--- config.mk ---
export PLATFORM = sky130hd
export DESIGN_NAME = hazard_scoreboard
export DESIGN_NICKNAME = d
export VERILOG_FILES = /design/src/rtl/hazard_scoreboard.sv
export SDC_FILE = /design/constraint.sdc
export NUM_CORES = 1
export LEC_CHECK = 0
export ABC_AREA = 1
export ABC_CLOCK_PERIOD_IN_PS = 4600
export BUFFER_PORTS_ARGS = -buffer_cell sky130_fd_sc_hd__buf_2
export CAP_MARGIN = 20
export CORE_MARGIN = 2
export CORE_UTILIZATION = 30
export DETAILED_ROUTE_END_ITERATION = 8
export GPL_ROUTABILITY_DRIVEN = 0
export HOLD_SLACK_MARGIN = 0.06
export PLACE_DENSITY = 0.51
export SYNTH_ARGS = -nofsm -noshare
export SYNTH_HDL_FRONTEND = slang
export SYNTH_SLANG_ARGS = --single-unit
--- constraint.sdc ---
create_clock -name clk -period 4.6 [get_ports clk]
set_input_delay 0.46 -clock clk [delete_from_list [all_inputs] [get_ports clk]]
set_output_delay 0.46 -clock clk [all_outputs]
set_load 0.05 [all_outputs]
--- src/rtl/hazard_scoreboard.sv ---
// Register hazard scoreboard for the ID stage. Each tracked register has a
// countdown to the cycle its pending result appears on the WB result bus.
module hazard_scoreboard #(
  parameter int NREG   = 32,
  parameter int AW     = 5,
  parameter int NRP    = 2,
  parameter int MAXLAT = 7,
  parameter int CW     = 3,
  parameter int PCW    = 16
) (
  input  logic              clk,
  input  logic              reset,
  input  logic              issue_valid,
  input  logic              issue_we,
  input  logic [AW-1:0]     issue_rd,
  input  logic [CW-1:0]     issue_lat,
  input  logic              flush,
  input  logic [NRP-1:0]    rs_valid,
  input  logic [NRP*AW-1:0] rs,
  output logic              stall,
  output logic              raw_stall,
  output logic              waw_stall,
  output logic [NRP-1:0]    fwd_wb,
  output logic              busy,
  output logic [PCW-1:0]    stall_cnt
);

  logic [CW-1:0]  cnt_q [NREG];
  logic [CW-1:0]  cnt_d [NREG];
  logic [PCW-1:0] stall_cnt_q, stall_cnt_d;

  logic [CW-1:0]  lat_n;
  logic [CW-1:0]  rd_cnt;
  logic [AW-1:0]  src_addr [NRP];
  logic [CW-1:0]  src_cnt [NRP];
  logic [NRP-1:0] src_live;
  logic [NRP-1:0] not_ready;
  logic           rd_live;
  logic           accept;

  // A zero latency still needs one cycle to reach the bus; clamp the top end.
  always_comb begin
    if (issue_lat == '0) begin
      lat_n = CW'(1);
    end else if (issue_lat > CW'(MAXLAT)) begin
      lat_n = CW'(MAXLAT);
    end else begin
      lat_n = issue_lat;
    end
  end

  always_comb begin
    rd_cnt = '0;
    for (int r = 1; r < NREG; r++) begin
      if (issue_rd == AW'(r)) begin
        rd_cnt = cnt_q[r];
      end
    end
    for (int p = 0; p < NRP; p++) begin
      src_addr[p] = rs[p*AW +: AW];
      src_live[p] = rs_valid[p] & (src_addr[p] != '0);
      src_cnt[p]  = '0;
      for (int r = 1; r < NREG; r++) begin
        if (src_addr[p] == AW'(r)) begin
          src_cnt[p] = cnt_q[r];
        end
      end
    end
  end

  // A count of 1 means the producer's result is on the WB bus right now.
  always_comb begin
    for (int p = 0; p < NRP; p++) begin
      fwd_wb[p]    = src_live[p] & (src_cnt[p] == CW'(1));
      not_ready[p] = src_live[p] & (src_cnt[p] > CW'(1));
    end
  end

  assign rd_live   = issue_we & (issue_rd != '0);
  assign raw_stall = issue_valid & ~flush & (|not_ready);
  assign waw_stall = issue_valid & ~flush & rd_live & (lat_n < rd_cnt);
  assign stall     = raw_stall | waw_stall;
  assign accept    = issue_valid & rd_live & ~stall & ~flush;

  // An accepted write re-arms its counter in place of the normal decrement.
  always_comb begin
    busy     = 1'b0;
    cnt_d[0] = '0;
    for (int r = 1; r < NREG; r++) begin
      cnt_d[r] = (cnt_q[r] != '0) ? cnt_q[r] - CW'(1) : '0;
      if (accept && (issue_rd == AW'(r))) begin
        cnt_d[r] = lat_n;
      end
      busy = busy | (cnt_q[r] != '0);
    end
  end

  always_comb begin
    stall_cnt_d = stall_cnt_q;
    if (stall && (stall_cnt_q != '1)) begin
      stall_cnt_d = stall_cnt_q + PCW'(1);
    end
  end

  always_ff @(posedge clk) begin
    if (reset) begin
      for (int r = 0; r < NREG; r++) begin
        cnt_q[r] <= '0;
      end
      stall_cnt_q <= '0;
    end else begin
      for (int r = 0; r < NREG; r++) begin
        cnt_q[r] <= cnt_d[r];
      end
      stall_cnt_q <= stall_cnt_d;
    end
  end

  assign stall_cnt = stall_cnt_q;

endmodule

# Yosys cells after proc, flatten, opt, wreduce, memory -nomap -nowiden
# Memory sizes are Yosys's and may differ from the RTL's.
# Index checks and enable logic that the tools add are counted.
# totals
register_bits,16
ramBits,96
input_bits,25
output_inout_bits,22
word_cells,473
memories,1
# classes
n_addsub,32
magnitude_cmp,4
n_eq_ne,96
n_mux,192
n_bitwise,79
n_reduce_logical,68
# memory_table
name,words,width,read_ports,rd_clocked_by_memory_dff,write_ports,line,rtl
cnt_q,32,3,31,0,32,28,logic [CW-1:0] cnt_q [NREG];
# op_table
cell,count
$mux 3,189
$eq 5x5->1 const B,48
$eq 5x4->1 const B,24
$reduce_bool 3->1,31
$sub 3x1->3 const B,31
$or 1x1->1,63
$eq 5x3->1 const B,12
$logic_and 1x1->1,32
$eq 5x2->1 const B,6
$add 16x1->16 const B,1
$ne 16x16->1 const B,1
$eq 5x1->1 const B,3
$reduce_bool 5->1,3
$and 1x1->1,14
$eq 3x1->1 const B,2
$gt 3x1->1 const B,2
$gt 3x3->1 const B,1
$logic_not 3->1,1
$lt 3x3->1,1
$mux 1,3
$not 1->1,2
$reduce_or 2->1,1

# Longest topological paths before layout
# logic_depth
ltp_word,43
mapped_depth,36
ltp_nobuf,36

# Worst setup path after synthesis
# No wires, ideal clock.
# synth_path
kind,input -> output
startpoint,input port issue_rd[4]
endpoint,output port waw_stall
t_arrival_ns,3.494
required_ns,4.140
path_slack_ns,0.646
stages,30
path_buffers,2
path_cell_list,inv_2 buf_2 clkbuf_1 nand3_1 inv_1 nand2_1 nand3_1 o22ai_1 o211ai_1 o21ai_0 nand3_1 o21ai_0 o21ai_0 o22ai_1 nand3_1 o22ai_1 nand4_1 o21ai_0 nand3_1 o21ai_0 nand3_1 nand2_1 nand3_1 o21ai_0 nand2_1 nand2_1 ha_1 a21oi_1 nand3_2 inv_1
# synth_via
elab_chain_cells,34
# synth_lines
element,line,rtl
start: declaration,15,"input logic [AW-1:0] issue_rd,"
$eq 5x1->1,55,if (issue_rd == AW'(r)) begin
$mux 3 (31 in a row),55,
$lt 3x3->1,81,assign waw_stall = issue_valid & ~flush & rd_live & (lat_n < rd_cnt);
$and 1x1->1 (*),81,
end: declaration,22,"output logic waw_stall,"
# Mark *: on every way between the ends. The rest lies on a longest branch, timed or not.

# Worst setup path after layout
# layout_path
startpoint,input port issue_rd[0]
endpoint,output port stall
# layout_via
elab_chain_cells,35
# layout_lines
element,line,rtl
$eq 5x1->1,55,
$mux 3 (31 in a row),55,
$lt 3x3->1,81,
$and 1x1->1 (*),81,
$or 1x1->1 (*),82,assign stall = raw_stall | waw_stall;
end: declaration,20,"output logic stall,"
# Marks and branches as above.

==> metrics.txt <==
status=finished clean; critical path endpoint category=output pin; die width=188 um; clk_skew=0.0185 ns; area post-placement=0.0109 mm2; nets@finish=1,825; Finished Layout Cells=2,191; Yosys cell types=39; die height=188 um; pwr dens=195 mW/mm2; row count=67; Yosys reg bits=109; initial antenna violation count=5; Worst path slowest cell=ha_1; unrepaired setup endpoints after global routing=no; Via Count=10.4k; CTS Buf Count=9; Worst-Margin Slew=0.953 ns; placed insts=2,170; worst hold stages=2; setup violation total in the final timing report=0; largest net degree at the start of global routing=46; wire per inst=15.4 um; headroom to the max-slew limit=36.5%; Seq/Total Area, Yosys=21.6%; Post-Syn Area=0.0101 mm2; largest cells by area after synthesis=dfxtp_1 22%, nand2_1 18%, nor2_1 12%; max frequency=231 MHz; Crit path arrival time=3.87 ns; drt first pass iters=6; overflow left after global routing=0; number of global-route vias before repair=9,902; syn nets=1,781; Initial Util=30.3%; worst skew pair latency=0.40 ns; placed wire-length estimate=26,900 um; Core Box Area=0.0334 mm2; TNS Setup=0 ns; Post-Syn Instances=1,691; Final Hold Fails=0; Tmin final=4.33 ns; fin. max-slew vios=0; R2R depth=32; die area=0.0352 mm2; area grow syn2layout=11.6%; Reg clk slew, reported paths=0.09 ns; Syn Area/Cell=5.98 um2; Most common cell on crit path=nand2_1; first-pass GRT wire length=54,500 um; root buf cell=clkbuf_16; Crit Path Class=input pin to output pin; post-route cell area=0.0113 mm2; CP startpoint kind=input pin; TritonCTS clock tree=yes; EDFF count, synth=0; H-tree levels=3; worst hold path type=flip-flop to flip-flop; CP required=4.14 ns; remaining antenna violation count after routing=0; GRT Util Overall=19.7%; deepest clock path buffer count=2; IO Pins=47; Synth top area share=21.6%; maximum vdd ir drop=0.164 mV; Primary FF master, synth=dfxtp_1; DRC Markers=0; Final period util=94.2%; Layout fillers=3,774; layout cells sized above 1=11.6%; maxcap violations=0; Synthesis Warnings=0; Synth async-reset ratio=0%; Sink Count=109; largest area contributor in the netlist=dfxtp_1; worst-path fanout max=6; Starting DRT DRC Count=756; slowest cell delay on critical path=0.28 ns; Pleak=5.60 nW; I/O Buffers=46; via/cell ratio=4.75; Post-Route WL=33,800 um
-- final cells by class --
| type | instances | area [um2] | share of cell area [%] |
|---|---|---|---|
| Clock inverter | 7 | 75.1 | 0.665 |
| Tap cell | 448 | 561 | 4.96 |
| Antenna cell | 3 | 7.51 | 0.0665 |
| Multi-Input combinational cell | 1282 | 6740 | 59.7 |
| Timing Repair Buffer | 81 | 559 | 4.95 |
| Inverter | 252 | 946 | 8.38 |
| Clock buffer | 9 | 225 | 1.99 |
| Sequential cell | 109 | 2180 | 19.3 |
-- sequential cells by signal, summed over array words and instances (netlist names) --
register,flops
cnt_q,93
stall_cnt,16
-- per-stage QoR --
| stage | setup slack [ns] | util [%] | power, mW | hold slack (ns) |
|---|---|---|---|---|
| detailed placement | 0.0658 | 32.7 | 1.39 | 0.469 |
| global placement | 0.152 | 32.7 | 1.39 | 0.469 |
| finish | 0.268 | 33.8 | 2.20 | 0.479 |
| CTS | 0.0604 | 33.6 | 2.23 | 0.484 |
| floorplan | 0.646 | - | 1.27 | 0.568 |
| global route | 0.0254 | 33.8 | 2.31 | 0.509 |
-- cell usage after synthesis (14+ instances only) --
library cell  instances
nand2_1             476
nor2_1              324
a21oi_1              87
nor3_1               23
nand3_1              84
o21ai_0              38
buf_2                14
dfxtp_1             109
clkbuf_1             23
inv_1               241
ha_1                 65
nand4_1              43
nand4_4              30
or2_2                34
-- layout by cell type, fill, tap and decap left out, types with 3 or more instances in the layout --
master     count
buf_12         4
ha_1          65
nor2_4         3
xor2_1         8
nand2_1      476
a21oi_1       86
nor2_1       324
nor2_2        12
nand3_1       84
or2_2         34
nand4_4       30
nand4_1       43
nand2_2        5
dfxtp_1      109
o21ai_0       35
inv_2         11
o21ai_1        5
o211ai_1       6
inv_1        240
diode_2        3
inv_8          3
xnor2_1        5
clkbuf_16      9
o21bai_1       9
nor3_1        23
o22ai_1       10
buf_4         31
buf_2         44
nand2_4        3
-- metal layers --
layer,share of wire [%],vias to the layer above,track usage [%]
met3,5.4,53,4.36
met5,0.080,-,0
li1,-,5372,-
met4,2.1,4,5.97
met2,45,258,32.0
met1,47,4719,25.9
-- path summary, 6_finish.rpt --
path / start / to / slack, ns
hold / removal: stall_cnt[5]$_SDFFE_PP0P_ / stall_cnt[5]$_SDFFE_PP0P_ / 0.48
setup / recovery: issue_rd[0] / stall / 0.27
setup reg to reg: cnt_q[0][5]$_SDFF_PP0_ / cnt_q[0][22]$_SDFF_PP0_ / 0.50
hold reg to reg: stall_cnt[5]$_SDFFE_PP0P_ / stall_cnt[5]$_SDFFE_PP0P_ / 0.48
-- cells by family after synthesis --
logic type / synth area share (%)
simple gates: 48.3
buf+inv: 12.1
compound gates: 8.83
flops: 21.6
fa+ha+maj: 8.04
xor+xnor: 1.13
-- power by group --
group / internal (mW) / switching (mW)
clock network: 0.387 / 0.432
logic: 0.113 / 0.315
registers: 0.947 / 0.00748
total: 1.45 / 0.754
-- critical path: cells and delay by family --
kind                       cells  cell delay (ns)
AOI/OAI and AO/OA             10             1.40
adders and majority gates      1             0.28
buffers and inverters          3             0.35
and+or+nand+nor               16             1.39
-- what timing repair did --
| action | 4_1_cts | 5_1_grt |
|---|---|---|
| setup buffers | 0 | 2 |
| hold buffers | 0 | 0 |
| endpoints found under the setup margin | 0 | 2 |
| gates resized for setup | 0 | 15 |
Note: power is estimated with default switching activity, not from simulation.
